**src/rtl/button_fifo.sv**
```systemverilog
// button_fifo: synchronises and debounces NBTN game buttons, turns each
// debounced press into one queued entry holding the button index, and
// presents the oldest entry on dout for a 32-bit register.
// Optional feature macro: BTN_TIMESTAMP_EN adds a 16-bit free-running
// cycle counter whose value at the push edge lands in dout[31:16].
module button_fifo #(
  parameter int NBTN      = 4,
  parameter int DEPTH     = 8,
  parameter int DB_CYCLES = 16
) (
  input  logic                     clk,
  input  logic                     clr,
  input  logic [NBTN-1:0]          btn_raw,
  input  logic                     pop,
  input  logic                     ovf_clr,
  output logic [31:0]              dout,
  output logic                     valid,
  output logic [$clog2(DEPTH):0]   count,
  output logic                     overflow
);

  localparam int AW = $clog2(DEPTH);
  localparam int CW = $clog2(DB_CYCLES);

  logic [NBTN-1:0] sync1_q, sync2_q;
  logic [NBTN-1:0] db_q, db_d, dbPrev_q;
  logic [CW-1:0]   cnt_q [NBTN];
  logic [CW-1:0]   cnt_d [NBTN];
  logic [NBTN-1:0] pending_q, pending_d, grant;
  logic            push;
  logic [7:0]      pushIdx;
  logic [7:0]      idxMem_q [DEPTH];
  logic [AW-1:0]   rdPtr_q, rdPtr_d, wrPtr_q, wrPtr_d;
  logic [AW:0]     count_q, count_d;
  logic            overflow_q, overflow_d;
  logic            full, doPush, doPop, drop;
  logic [15:0]     tsHead;
`ifdef BTN_TIMESTAMP_EN
  logic [15:0]     ts_q;
  logic [15:0]     tsMem_q [DEPTH];
`endif

  // Two-flop synchroniser on every raw button line
  always_ff @(posedge clk or posedge clr) begin
    if (clr) begin
      sync1_q <= '0;
      sync2_q <= '0;
    end else begin
      sync1_q <= btn_raw;
      sync2_q <= sync1_q;
    end
  end

  // Debounce: flip db only after DB_CYCLES disagreeing samples in a row
  always_comb begin
    db_d = db_q;
    for (int i = 0; i < NBTN; i++) begin
      cnt_d[i] = cnt_q[i];
      if (sync2_q[i] == db_q[i]) begin
        cnt_d[i] = '0;
      end else if (cnt_q[i] == CW'(DB_CYCLES - 1)) begin
        cnt_d[i] = '0;
        db_d[i]  = ~db_q[i];
      end else begin
        cnt_d[i] = cnt_q[i] + 1'b1;
      end
    end
  end

  // Lowest-index pending press wins the single push slot of this cycle
  always_comb begin
    push    = 1'b0;
    pushIdx = '0;
    for (int i = NBTN - 1; i >= 0; i--) begin
      if (pending_q[i]) begin
        push    = 1'b1;
        pushIdx = 8'(i);
      end
    end
    grant     = pending_q & (~pending_q + NBTN'(1));
    pending_d = (pending_q & ~grant) | (db_q & ~dbPrev_q);
  end

  // FIFO bookkeeping: a pop makes room for a push on the same edge
  always_comb begin
    full       = (count_q == (AW + 1)'(DEPTH));
    doPop      = pop & valid;
    doPush     = push & (~full | doPop);
    drop       = push & full & ~doPop;
    rdPtr_d    = doPop  ? rdPtr_q + 1'b1 : rdPtr_q;
    wrPtr_d    = doPush ? wrPtr_q + 1'b1 : wrPtr_q;
    count_d    = count_q;
    if (doPush && !doPop) count_d = count_q + 1'b1;
    if (doPop && !doPush) count_d = count_q - 1'b1;
    overflow_d = overflow_q;
    if (ovf_clr) overflow_d = 1'b0;
    if (drop)    overflow_d = 1'b1;
  end

  // Debounce, pending and queue control state
  always_ff @(posedge clk or posedge clr) begin
    if (clr) begin
      db_q       <= '0;
      dbPrev_q   <= '0;
      cnt_q      <= '{default: '0};
      pending_q  <= '0;
      rdPtr_q    <= '0;
      wrPtr_q    <= '0;
      count_q    <= '0;
      overflow_q <= 1'b0;
    end else begin
      db_q       <= db_d;
      dbPrev_q   <= db_q;
      cnt_q      <= cnt_d;
      pending_q  <= pending_d;
      rdPtr_q    <= rdPtr_d;
      wrPtr_q    <= wrPtr_d;
      count_q    <= count_d;
      overflow_q <= overflow_d;
    end
  end

  // Entry storage needs no reset because dout is gated by valid
  always_ff @(posedge clk) begin
    if (doPush) idxMem_q[wrPtr_q] <= pushIdx;
  end

`ifdef BTN_TIMESTAMP_EN
  // Free-running cycle counter, wraps naturally at 16 bits
  always_ff @(posedge clk or posedge clr) begin
    if (clr) ts_q <= '0;
    else     ts_q <= ts_q + 16'd1;
  end

  // Timestamp captured alongside the index at the push edge
  always_ff @(posedge clk) begin
    if (doPush) tsMem_q[wrPtr_q] <= ts_q;
  end

  assign tsHead = tsMem_q[rdPtr_q];
`else
  assign tsHead = 16'h0000;
`endif

  assign valid    = (count_q != '0);
  assign count    = count_q;
  assign overflow = overflow_q;
  assign dout     = valid ? {tsHead, 8'h00, idxMem_q[rdPtr_q]} : 32'h0;

endmodule

```
**config.mk**
```make
export PLATFORM = sky130hd
export DESIGN_NAME = button_fifo
export DESIGN_NICKNAME = d
export VERILOG_FILES = /design/src/rtl/button_fifo.sv
export SDC_FILE = /design/constraint.sdc
export NUM_CORES = 1
export LEC_CHECK = 0
export BUFFER_PORTS_ARGS = -buffer_cell sky130_fd_sc_hd__buf_2
export CAP_MARGIN = 20
export CORE_ASPECT_RATIO = 2
export CORE_MARGIN = 2
export CORE_UTILIZATION = 60
export CTS_CLUSTER_SIZE = 24
export DETAILED_ROUTE_END_ITERATION = 6
export PLACE_DENSITY = 0.84
export SETUP_SLACK_MARGIN = 0.3
export SYNTH_ARGS = -nofsm -noshare
export SYNTH_HDL_FRONTEND = slang
export SYNTH_SLANG_ARGS = --single-unit
```
**constraint.sdc**
```tcl
create_clock -name clk -period 6.36 [get_ports clk]
set_clock_uncertainty 0.15 [all_clocks]
set_input_delay 0.636 -clock clk [delete_from_list [all_inputs] [get_ports clk]]
set_output_delay 0.636 -clock clk [all_outputs]
set_load 0.01 [all_outputs]
```
==> results by group <==
Critical path
  • Kind of critical path: register to output pin
  • Data arrival time of the critical path: 1790 ps
  • Critical path launch point type: register
  • Required arrival time at the worst endpoint: 5570 ps
  • Series of cell instances along the critical path: mux4_2 -> mux2i_1 -> nor2_1 -> buf_2
  • Element type at the critical path end: output pin
  • Highest fanout seen on the critical path: 6
  • Crit-path slowest cell: sky130_fd_sc_hd__mux4_2
  • Critical Path Max Stage Delay: 560 ps

Finish
  • Filler cell count in the final layout: 357
  • Fin nets: 256
  • Relative area change from synthesis to final layout: 7.10%
  • Flip-flop and latch area: 1660 um2
  • Share of post-route cells with drive strength above 1: 0.191
  • Area used by multi-input combinational logic: 1000 um2
  • Total non-filler cell area in the finished layout: 3040 um2
  • Number of antenna repair diodes: 0

Timing
  • Timing-limited maximum frequency: 388 MHz
  • Setup violation total in the final timing report: 0
  • Number of hold violations in the final report: 0
  • Total negative slack: 0 ps
  • Final-report max-slew violation count: 0
  • RSZ-0062 raised after global routing: false
  • Final min period: 2580 ps
  • Fin Hold WS: 200 ps
  • Post-route fraction of the period consumed by the critical path: 0.405
  • Slew at the pin closest to its max-slew limit: 955 ps
  • Worst slew slack as a fraction of its limit: 0.362

Power and ir drop
  • Max IR drop VDD: 0.000221 V
  • Design internal power: 716 uW
  • Reported net switching power: 292 uW
  • PD cells: 332 nW/um2
  • Switching power share of the total: 0.290
  • Total power after layout: 1010 uW
  • Proportion of power drawn by combinational gates: 0.181
  • Proportion of power drawn by the clock network: 0.320
  • Static leakage power: 0.00135 uW
  • Register share of total power: 0.499

Global routing
  • Via count of the first global-routing pass: 1503
  • Overall routing resource usage: 0.183
  • Antenna violations before repair: 0
  • Remaining global-route overflow: 0
  • Largest net degree at the start of global routing: 48
  • Global-route wire length before repair: 6630 um

CTS
  • H-tree depth reported by CTS: 3
  • Cts bufs inserted: 9
  • # clock sinks: 63
  • Hold buffer count at cts: 0
  • TritonCTS clock tree: built
  • Clk slew on worst S/H paths: 70 ps
  • Number of gates given a new drive strength after cts: 0
  • Clock Latency Late Sink: 340 ps
  • Clock Path Buffers: 2
  • Root Buffer Master: sky130_fd_sc_hd__clkbuf_8
  • # Post-CTS Setup Buffers: 0

Floorplan
  • Effective utilization at floorplan: 0.617
  • Number of placement rows: 35
  • Standard cell core area: 4600 um2
  • Die area: 5320 um2
  • Die extent in x: 52.6 um
  • Number of top-level design ports: 46
  • Vert. Die Dim: 101 um

Synthesis
  • Most repeated cell in the gate-level netlist after synthesis: sky130_fd_sc_hd__dfrtp_1
  • Netlist area before placement: 2840 um2
  • Dominant cells by area after synthesis: sky130_fd_sc_hd__dfrtp_1, sky130_fd_sc_hd__edfxtp_1, sky130_fd_sc_hd__buf_4
  • Cell count after synthesis: 219
  • Top post-synthesis cells by count: sky130_fd_sc_hd__dfrtp_1, sky130_fd_sc_hd__buf_4, sky130_fd_sc_hd__edfxtp_1, sky130_fd_sc_hd__nor2_1, sky130_fd_sc_hd__xnor2_1
  • Average instance area after synthesis: 12.9 um2
  • Synth top area share: 0.415
  • Yosys warning total: 0
  • Area leader, netlist: sky130_fd_sc_hd__dfrtp_1
  • Post-synth cell types: 39
  • Post-synth top flop: sky130_fd_sc_hd__dfrtp_1
  • Share of synthesized flip-flops with an asynchronous set or reset: 0.746
  • Seq cells post-synth: 63
  • Number of enable flip-flop cells after synthesis: 16
  • Sequential-to-total area share from yosys stat: 0.584

Detailed routing
  • Final routed wire length divided by cell count: 13.9 um
  • DRC errors left: 0
  • Total wirelength of the detailed-routed design: 4170 um
  • Drt initial violations: 36
  • DR vias/cell: 5.30
  • Detailed-route via count: 1595
  • Detail Route Antenna Nets: 0
  • First-pass iteration count of the detailed router: 4

Worst hold path
  • Type of the tightest min-delay check: register to register

Placement
  • Number of I/O port buffers: 15
  • Area of placed instances: 2840 um2
  • Final HPWL DP: 3090 um
  • Last weighted congestion value of the routability-driven placer: 0.857

Run
  • Total of max-cap violations: 0

Run status
  • Outcome: complete, no violations
[critical path, delay by kind of cell, from the launching register on]
family / cells / cell delay (ps)
muxes: 2 / 710
DFF: 1 / 540
buffers and inverters: 1 / 160
and+or+nand+nor: 1 / 50
[through the flow]
step | setup WS (ps) | util | std cells
floorplan | 4220 | - | 248
global placement | 4170 | 0.619 | 285
detailed placement | 4070 | 0.619 | 285
CTS | 3730 | 0.660 | 301
global route | 3700 | 0.660 | 301
finish | 3780 | 0.660 | 301
[final cells by class]
type	count	area share
Inverter	11	0.0136
Clock buffer	12	0.0548
Clock inverter	4	0.00865
Multi-Input combinational cell	141	0.330
Sequential cell	63	0.546
Timing Repair Buffer	15	0.0247
Tap cell	55	0.0227
[power groups by stage]
| stage | Combinational [uW] | Sequential [uW] | Clock, uW |
|---|---|---|---|
| after CTS | 186 | 504 | 330 |
| after detailed placement | 185 | 511 | 0 |
| after global routing | 204 | 508 | 351 |
| after global placement | 178 | 509 | 0 |
| after floorplan | 169 | 491 | 0 |
| final | 183 | 503 | 323 |
[routing by layer]
layer / share of wire / track usage / up-vias
li1: - / - / 750
met1: 0.33 / 0.168 / 787
met2: 0.58 / 0.318 / 47
met3: 0.043 / 0.0678 / 11
met4: 0.043 / 0.120 / 0
met5: 0 / 0 / -
[layout by cell type, fill, tap and decap left out, types with 2 or more instances in the layout]
cell type,count
sky130_fd_sc_hd__a21oi_1,8
sky130_fd_sc_hd__a311oi_1,2
sky130_fd_sc_hd__buf_2,15
sky130_fd_sc_hd__clkbuf_8,10
sky130_fd_sc_hd__clkinvlp_4,2
sky130_fd_sc_hd__conb_1,30
sky130_fd_sc_hd__dfrtp_1,47
sky130_fd_sc_hd__edfxtp_1,16
sky130_fd_sc_hd__ha_1,7
sky130_fd_sc_hd__inv_1,10
sky130_fd_sc_hd__mux2_2,6
sky130_fd_sc_hd__mux2i_1,3
sky130_fd_sc_hd__mux4_2,4
sky130_fd_sc_hd__nand2_1,6
sky130_fd_sc_hd__nand3_1,6
sky130_fd_sc_hd__nand4b_1,3
sky130_fd_sc_hd__nor2_1,12
sky130_fd_sc_hd__nor2b_1,5
sky130_fd_sc_hd__nor3_1,5
sky130_fd_sc_hd__nor3b_1,5
sky130_fd_sc_hd__nor4_1,2
sky130_fd_sc_hd__nor4b_1,2
sky130_fd_sc_hd__o21ai_0,7
sky130_fd_sc_hd__xnor2_1,12
sky130_fd_sc_hd__xor2_1,3
[state kept, by name, indices dropped and copies added (netlist names), 4 cells and up]
register,cells
count,4
idxMem_q,16
sync2_q,4
db_q,4
dbPrev_q,4
cnt_q,16
pending_q,4
sync1_q,4
[logic make-up after synthesis]
group,Yosys count,share of synthesized area
AOI/OAI and AO/OA,25,0.0627
other,1,0.00132
muxes,14,0.0715
and+or+nand+nor,50,0.102
adders and majority gates,7,0.0309
xor gates and xnor gates,15,0.0463
buffers and inverters,44,0.101
DFF,63,0.584
[path summary, 6_finish.rpt]
kind,from,to,slack (ps),cells after the start
min in group asynchronous,clr,sync1_q[1]$_DFF_PP0_,370,2
setup / recovery,rdPtr_q[0]$_DFFE_PP0P_,dout[0],3780,4
setup reg to reg,count[0]$_DFFE_PP0P_,count[2]$_DFFE_PP0P_,4180,6
hold / removal,sync1_q[2]$_DFF_PP0_,sync2_q[2]$_DFF_PP0_,200,0
max in group asynchronous,clr,pending_q[3]$_DFF_PP0_,5110,2
hold reg to reg,sync1_q[2]$_DFF_PP0_,sync2_q[2]$_DFF_PP0_,200,0
Note: power is estimated with default switching activity, not from simulation.
